--- config.mk ---
export PLATFORM = sky130hd
export DESIGN_NAME = ysnp_lock_ctrl
export DESIGN_NICKNAME = d
export VERILOG_FILES = /design/src/rtl/ysnp_pkg.sv /design/src/rtl/ysnp_edge_det.sv /design/src/rtl/ysnp_lock_ctrl.sv
export SDC_FILE = /design/constraint.sdc
export NUM_CORES = 1
export LEC_CHECK = 0
export ABC_CLOCK_PERIOD_IN_PS = 2800
export CAP_MARGIN = 0
export CORE_ASPECT_RATIO = 0.7
export CORE_UTILIZATION = 50
export DETAILED_ROUTE_END_ITERATION = 8
export PLACE_DENSITY = 0.69
export SLEW_MARGIN = 20
export SYNTH_ARGS = -nofsm -noshare
export SYNTH_HDL_FRONTEND = slang
export SYNTH_SLANG_ARGS = --single-unit
export TNS_END_PERCENT = 30
--- constraint.sdc ---
create_clock -name CLK -period 2.8 [get_ports CLK]
set_clock_uncertainty 0.2 [all_clocks]
set_input_delay 0.42 -clock CLK [delete_from_list [all_inputs] [get_ports CLK]]
set_output_delay 0.42 -clock CLK [all_outputs]
set_load 0.02 [all_outputs]
--- src/rtl/ysnp_pkg.sv ---
// rtl/ysnp_pkg.sv - shared state and mode types for the password-lock controller
package ysnp_pkg;

    typedef enum logic [2:0] {
        IDLE,
        ENTRY,
        EVAL,
        RESULT,
        LOCKOUT
    } state_t;

    typedef enum logic {
        MODE_ENTER,
        MODE_CREATE
    } mode_t;

endpackage

--- src/rtl/ysnp_edge_det.sv ---
// rtl/ysnp_edge_det.sv - registers a level input and emits a one-cycle rising-edge pulse
module ysnp_edge_det (
    input  logic clk,
    input  logic rst_n,
    input  logic level,
    output logic pulse
);

    logic level_q;

    always_ff @(posedge clk or negedge rst_n) begin
        if (!rst_n) begin
            level_q <= 1'b0;
        end else begin
            level_q <= level;
        end
    end

    assign pulse = level & ~level_q;

endmodule

--- src/rtl/ysnp_lock_ctrl.sv ---
// rtl/ysnp_lock_ctrl.sv - password-lock controller with guarded re-program and timed lockout
module ysnp_lock_ctrl
    import ysnp_pkg::*;
#(
    parameter int DIGITS      = 3,
    parameter int DW          = 3,
    parameter int MAX_FAILS   = 3,
    parameter int LOCKOUT_CYC = 1024
) (
    input  logic                           CLK,
    input  logic                           RST_N,
    input  logic [DW-1:0]                  D,
    input  logic                           EN,
    input  logic                           create,
    output logic                           open,
    output logic                           nope,
    output logic                           locked,
    output logic                           pass_set,
    output logic [DIGITS-1:0]              LEDS,
    output logic [$clog2(MAX_FAILS+1)-1:0] fail_cnt
);

    localparam int FW  = $clog2(MAX_FAILS + 1);
    localparam int IW  = $clog2(DIGITS + 1);
    localparam int LCW = $clog2(LOCKOUT_CYC);

    state_t                     state;
    state_t                     next_state;
    mode_t                      mode;
    logic [IW-1:0]              idx;
    logic [DIGITS-1:0][DW-1:0]  entry_buf;
    logic [DIGITS-1:0][DW-1:0]  code;
    logic                       prev_open;
    logic [LCW-1:0]             lock_cnt;

    logic                       press;
    logic                       abort;
    logic                       last_digit;
    logic                       code_match;
    logic                       create_ok;
    logic [FW-1:0]              fail_inc;
    logic                       lock_trip;
    logic                       lock_done;

    ysnp_edge_det u_en_edge (
        .clk   (CLK),
        .rst_n (RST_N),
        .level (EN),
        .pulse (press)
    );

    always_ff @(posedge CLK or negedge RST_N) begin
        if (!RST_N) begin
            state <= IDLE;
        end else begin
            state <= next_state;
        end
    end

    always_comb begin
        next_state = state;
        case (state)
            IDLE, RESULT: begin
                if (press) begin
                    next_state = (DIGITS == 1) ? EVAL : ENTRY;
                end
            end
            ENTRY: begin
                if (abort) begin
                    next_state = IDLE;
                end else if (press && last_digit) begin
                    next_state = EVAL;
                end
            end
            EVAL:    next_state = lock_trip ? LOCKOUT : RESULT;
            LOCKOUT: begin
                if (lock_done) begin
                    next_state = IDLE;
                end
            end
            default: next_state = IDLE;
        endcase
    end

    // Decisions feeding the registered outputs; only meaningful in the state that uses them.
    always_comb begin
        abort      = (state == ENTRY) && (mode_t'(create) != mode);
        last_digit = (idx == IW'(DIGITS - 1));
        code_match = (entry_buf == code);
        create_ok  = !pass_set || prev_open;
        fail_inc   = fail_cnt + FW'(1);
        lock_trip  = (state == EVAL) && (mode == MODE_ENTER) && pass_set &&
                     !code_match && (fail_inc == FW'(MAX_FAILS));
        lock_done  = (state == LOCKOUT) && (lock_cnt == LCW'(LOCKOUT_CYC - 1));
    end

    always_ff @(posedge CLK or negedge RST_N) begin
        if (!RST_N) begin
            mode      <= MODE_ENTER;
            idx       <= '0;
            entry_buf <= '0;
            code      <= '0;
            prev_open <= 1'b0;
            lock_cnt  <= '0;
            open      <= 1'b0;
            nope      <= 1'b0;
            locked    <= 1'b0;
            pass_set  <= 1'b0;
            LEDS      <= '0;
            fail_cnt  <= '0;
        end else begin
            case (state)
                IDLE, RESULT: begin
                    if (press) begin
                        entry_buf[0] <= D;
                        mode         <= mode_t'(create);
                        idx          <= IW'(1);
                        LEDS         <= DIGITS'(1);
                        open         <= 1'b0;
                        nope         <= 1'b0;
                    end
                end
                ENTRY: begin
                    if (abort) begin
                        entry_buf <= '0;
                        LEDS      <= '0;
                        idx       <= '0;
                    end else if (press) begin
                        for (int i = 0; i < DIGITS; i++) begin
                            if (i == int'(idx)) begin
                                entry_buf[i] <= D;
                                LEDS[i]      <= 1'b1;
                            end
                        end
                        idx <= idx + IW'(1);
                    end
                end
                EVAL: begin
                    if (mode == MODE_CREATE) begin
                        if (create_ok) begin
                            code      <= entry_buf;
                            pass_set  <= 1'b1;
                            open      <= 1'b1;
                            prev_open <= 1'b1;
                        end else begin
                            nope      <= 1'b1;
                            prev_open <= 1'b0;
                        end
                    end else if (!pass_set) begin
                        nope      <= 1'b1;
                        prev_open <= 1'b0;
                    end else if (code_match) begin
                        open      <= 1'b1;
                        prev_open <= 1'b1;
                        fail_cnt  <= '0;
                    end else begin
                        nope      <= 1'b1;
                        prev_open <= 1'b0;
                        fail_cnt  <= fail_inc;
                    end
                    if (lock_trip) begin
                        locked   <= 1'b1;
                        LEDS     <= '0;
                        lock_cnt <= '0;
                    end
                end
                LOCKOUT: begin
                    lock_cnt <= lock_cnt + LCW'(1);
                    if (lock_done) begin
                        locked   <= 1'b0;
                        nope     <= 1'b0;
                        fail_cnt <= '0;
                        LEDS     <= '0;
                    end
                end
                default: ;
            endcase
        end
    end

endmodule

==> results.yml <==
sta:
  rsz0062_at_grt: "false"
  final-setup-viol-count: 0
  relSlewSlack_pct: 63.5
  min_period_over_period_pct: 82.1
  report.final.hold_viol_count: 0
  worst_slew_pin_slew_ps: 548
  finalCriticalPeriod_ps: 2300
  tns_ps: 0
  whs_ps: 283
  maxSlewViolCount: 0
  max_freq_mhz: 435
synthesis:
  synth_fp_nets: 260
  yosysSeqAreaShare_pct: 46.1
  synthTopCellsByArea: "dfrtp_1, xnor2_1, nand3_1, nand2_1, o21ai_0"
  synth_edf_count: 0
  synth_flop_cell: "dfrtp_1"
  syn_inst: 248
  synth_area_mm2: 0.00244
  synth_warnings: 0
  ys_types: 49
  syn_avg_cell_area_um2: 9.84
  synth_top_area_cell: "dfrtp_1"
  synth_top_area_share_pct: 46.1
  async_flop_share_pct: 100
  synth_seq_cells: 45
route:
  drc: 0
  routed_wl_um: 4990
  detail-route-antenna-nets: 0
  wire_per_inst_um: 15.4
  first_pass_iters: 4
  routed_via_density: 5.81
  drt_iter0_markers: 107
  num_vias: 1887
worst_setup_path:
  critical_path_required_ps: 2780
  reg2reg_from: "state[2]"
  worstSetupPathType: "flop to flop"
  end_kind: "flop"
  regToRegSetupSlack_ps: 500
  reg2reg_depth: 4
  r2r-end: "fail_cnt[1]"
  crit_fanout: 16
  start_kind: "flop"
  cp.arrival_ps: 2280
power:
  sw_frac_of_total_pct: 38.2
  power_frac_seq_pct: 35.4
  power_frac_comb_pct: 42.7
  switching_power_w: 0.00104
  p_int_w: 0.00168
  p_clk_share_pct: 21.9
  p_per_area_mw_per_mm2: 970
  p_leak_nw: 1.27
  ir_worst_vdd_uv: 640
outcome:
  status: "complete, no violations"
global_route:
  grt_pass1_wl_um: 8400
  grt_pass1_vias: 1674
  globalRouteTotalUtil_pct: 21.6
  antenna_found_initial: 0
  grt_max_degree: 25
  gr-total-overflow: 0
finish:
  nets: 281
  syn_to_final_growth_pct: 15.1
  num_antenna_cells: 0
  drive_gt1_share_pct: 14.1
clocking:
  clk_path_buf_depth: 2
  cts_resized: 0
  clk_latency_ps: 310
  cts_sinks: 45
  htree_num_levels: 2
  clockRootBuffer: "clkbuf_8"
  cts-buffers-inserted: 5
  cts_tree: "done"
  cts.reportedPaths.clkPinSlew_ps: 90
  cts_hold_buffers: 1
  post_cts.repair.setup_buffers: 0
worst_hold_path:
  hold_class: "flop to flop"
  min-delay-start: "open"
  min_to: "open"
  whs_path_depth: 1
placement:
  dpl.hpwl_um: 3730
  gp_congestion: 0.821
  numPortBuffers: 15
floorplan:
  core-area_mm2: 0.00450
  die_area_mm2: 0.00517
  rows: 20
  ios: 16
  start_util_pct: 54.2
  die_w_um: 85.5
  dieHeight_um: 60.5
job:
  cap_violations: 0
[metrics by stage]
step / std cells / instance area [um2] / setup WS (ps) / total power (W) / util, %
after floorplan: 248 / 2440 / 842 / 0.00179 / -
after global placement: 316 / 2660 / 497 / 0.00211 / 59.1
after detailed placement: 316 / 2660 / 437 / 0.00213 / 59.1
after CTS: 325 / 2810 / 563 / 0.00274 / 62.4
after global routing: 325 / 2810 / 416 / 0.00292 / 62.4
final: 325 / 2810 / 503 / 0.00273 / 62.4
[how the worst max path moves through the flow]
stage / start / end / slack [ps] / cells after the start
finish: state[2] / fail_cnt[1] / 500 / 4
detailed placement: create / entry_buf[2] / 440 / 6
global route: state[2] / locked / 420 / 4
global placement: create / LEDS[2] / 500 / 6
CTS: state[2] / fail_cnt[1] / 560 / 4
floorplan: lock_cnt[0] / nope / 840 / 6
[routing by layer]
metal / vias up / track usage, % / wire length (um)
met5: - / 0 / 0
li1: 935 / - / -
met3: 7 / 4.49 / 229
met2: 45 / 30.3 / 1940
met4: 0 / 5.71 / 44
met1: 900 / 33.8 / 2780
[placed cells by master, fill, tap and decap left out, drive strengths merged, types with 2 or more instances in the layout]
cell type,n
clkdlybuf4s50,14
or3,2
nand2,26
and3,4
a211o,2
xnor2,13
dfrtp,45
nand3b,2
inv,9
mux2,10
o21ai,21
nand2b,6
a21o,6
ha,5
o22a,2
clkbuf,5
nand3,22
bufinv,2
a2bb2oi,2
o31ai,6
a21oi,13
buf,7
nand4,6
nor3,6
nor2,15
nor3b,3
nor4,2
and4b,2
[flip-flops by register name (all words and copies together) (netlist names)]
| register | cells |
|---|---|
| code | 9 |
| idx | 2 |
| open | 1 |
| pass_set | 1 |
| entry_buf | 9 |
| mode | 1 |
| nope | 1 |
| state | 3 |
| lock_cnt | 10 |
| LEDS | 3 |
| fail_cnt | 2 |
| locked | 1 |
| u_en_edge.level_q | 1 |
| prev_open | 1 |
[kinds of logic after synthesis]
kind of cell             Yosys count  synth area share (%)
XOR/XNOR                          13                  4.97
flip-flops                        45                  46.1
buffers and inverters             16                  2.82
multiplexers                      11                  5.02
adder cells (fa/ha/maj)            5                  2.56
AND/OR/NAND/NOR                   99                  22.0
AO/OA/AOI/OAI                     59                  16.5
[worst max-delay path, stage by stage, from the launching register on]
cell	delay, ps
dfrtp_1	700
inv_1	240
or3_1	520
nor3_1	360
o21ai_0	150
[area by class of cell]
cell class | count | area [um2]
Multi-Input combinational cell | 187 | 1250
Tap cell | 55 | 68.8
Timing Repair Buffer | 22 | 200
Inverter | 8 | 30.0
Clock inverter | 3 | 68.8
Sequential cell | 45 | 1130
Clock buffer | 5 | 68.8
Fill cell | 385 | 1700
[cells in the mapped netlist (3+ instances only)]
library cell	instances
a21o_1	6
a21oi_1	13
and3_1	3
buf_2	4
clkbuf_1	3
dfrtp_1	45
ha_1	5
inv_1	8
mux2_2	8
nand2_1	26
nand2b_1	6
nand3_1	20
nand4_1	5
nor2_1	13
nor3_1	6
o21ai_0	19
o31ai_1	4
xnor2_1	12
[power groups by stage]
stage          combinational (W)  clock, W  sequential (W)
2_1_floorplan           0.000772         0         0.00102
3_3_place_gp             0.00113         0        0.000972
3_5_place_dp             0.00116         0        0.000978
4_1_cts                  0.00117  0.000609        0.000966
5_1_grt                  0.00129  0.000634        0.000991
6_report                 0.00116  0.000597        0.000966
Note: power is estimated with default switching activity, not from simulation.
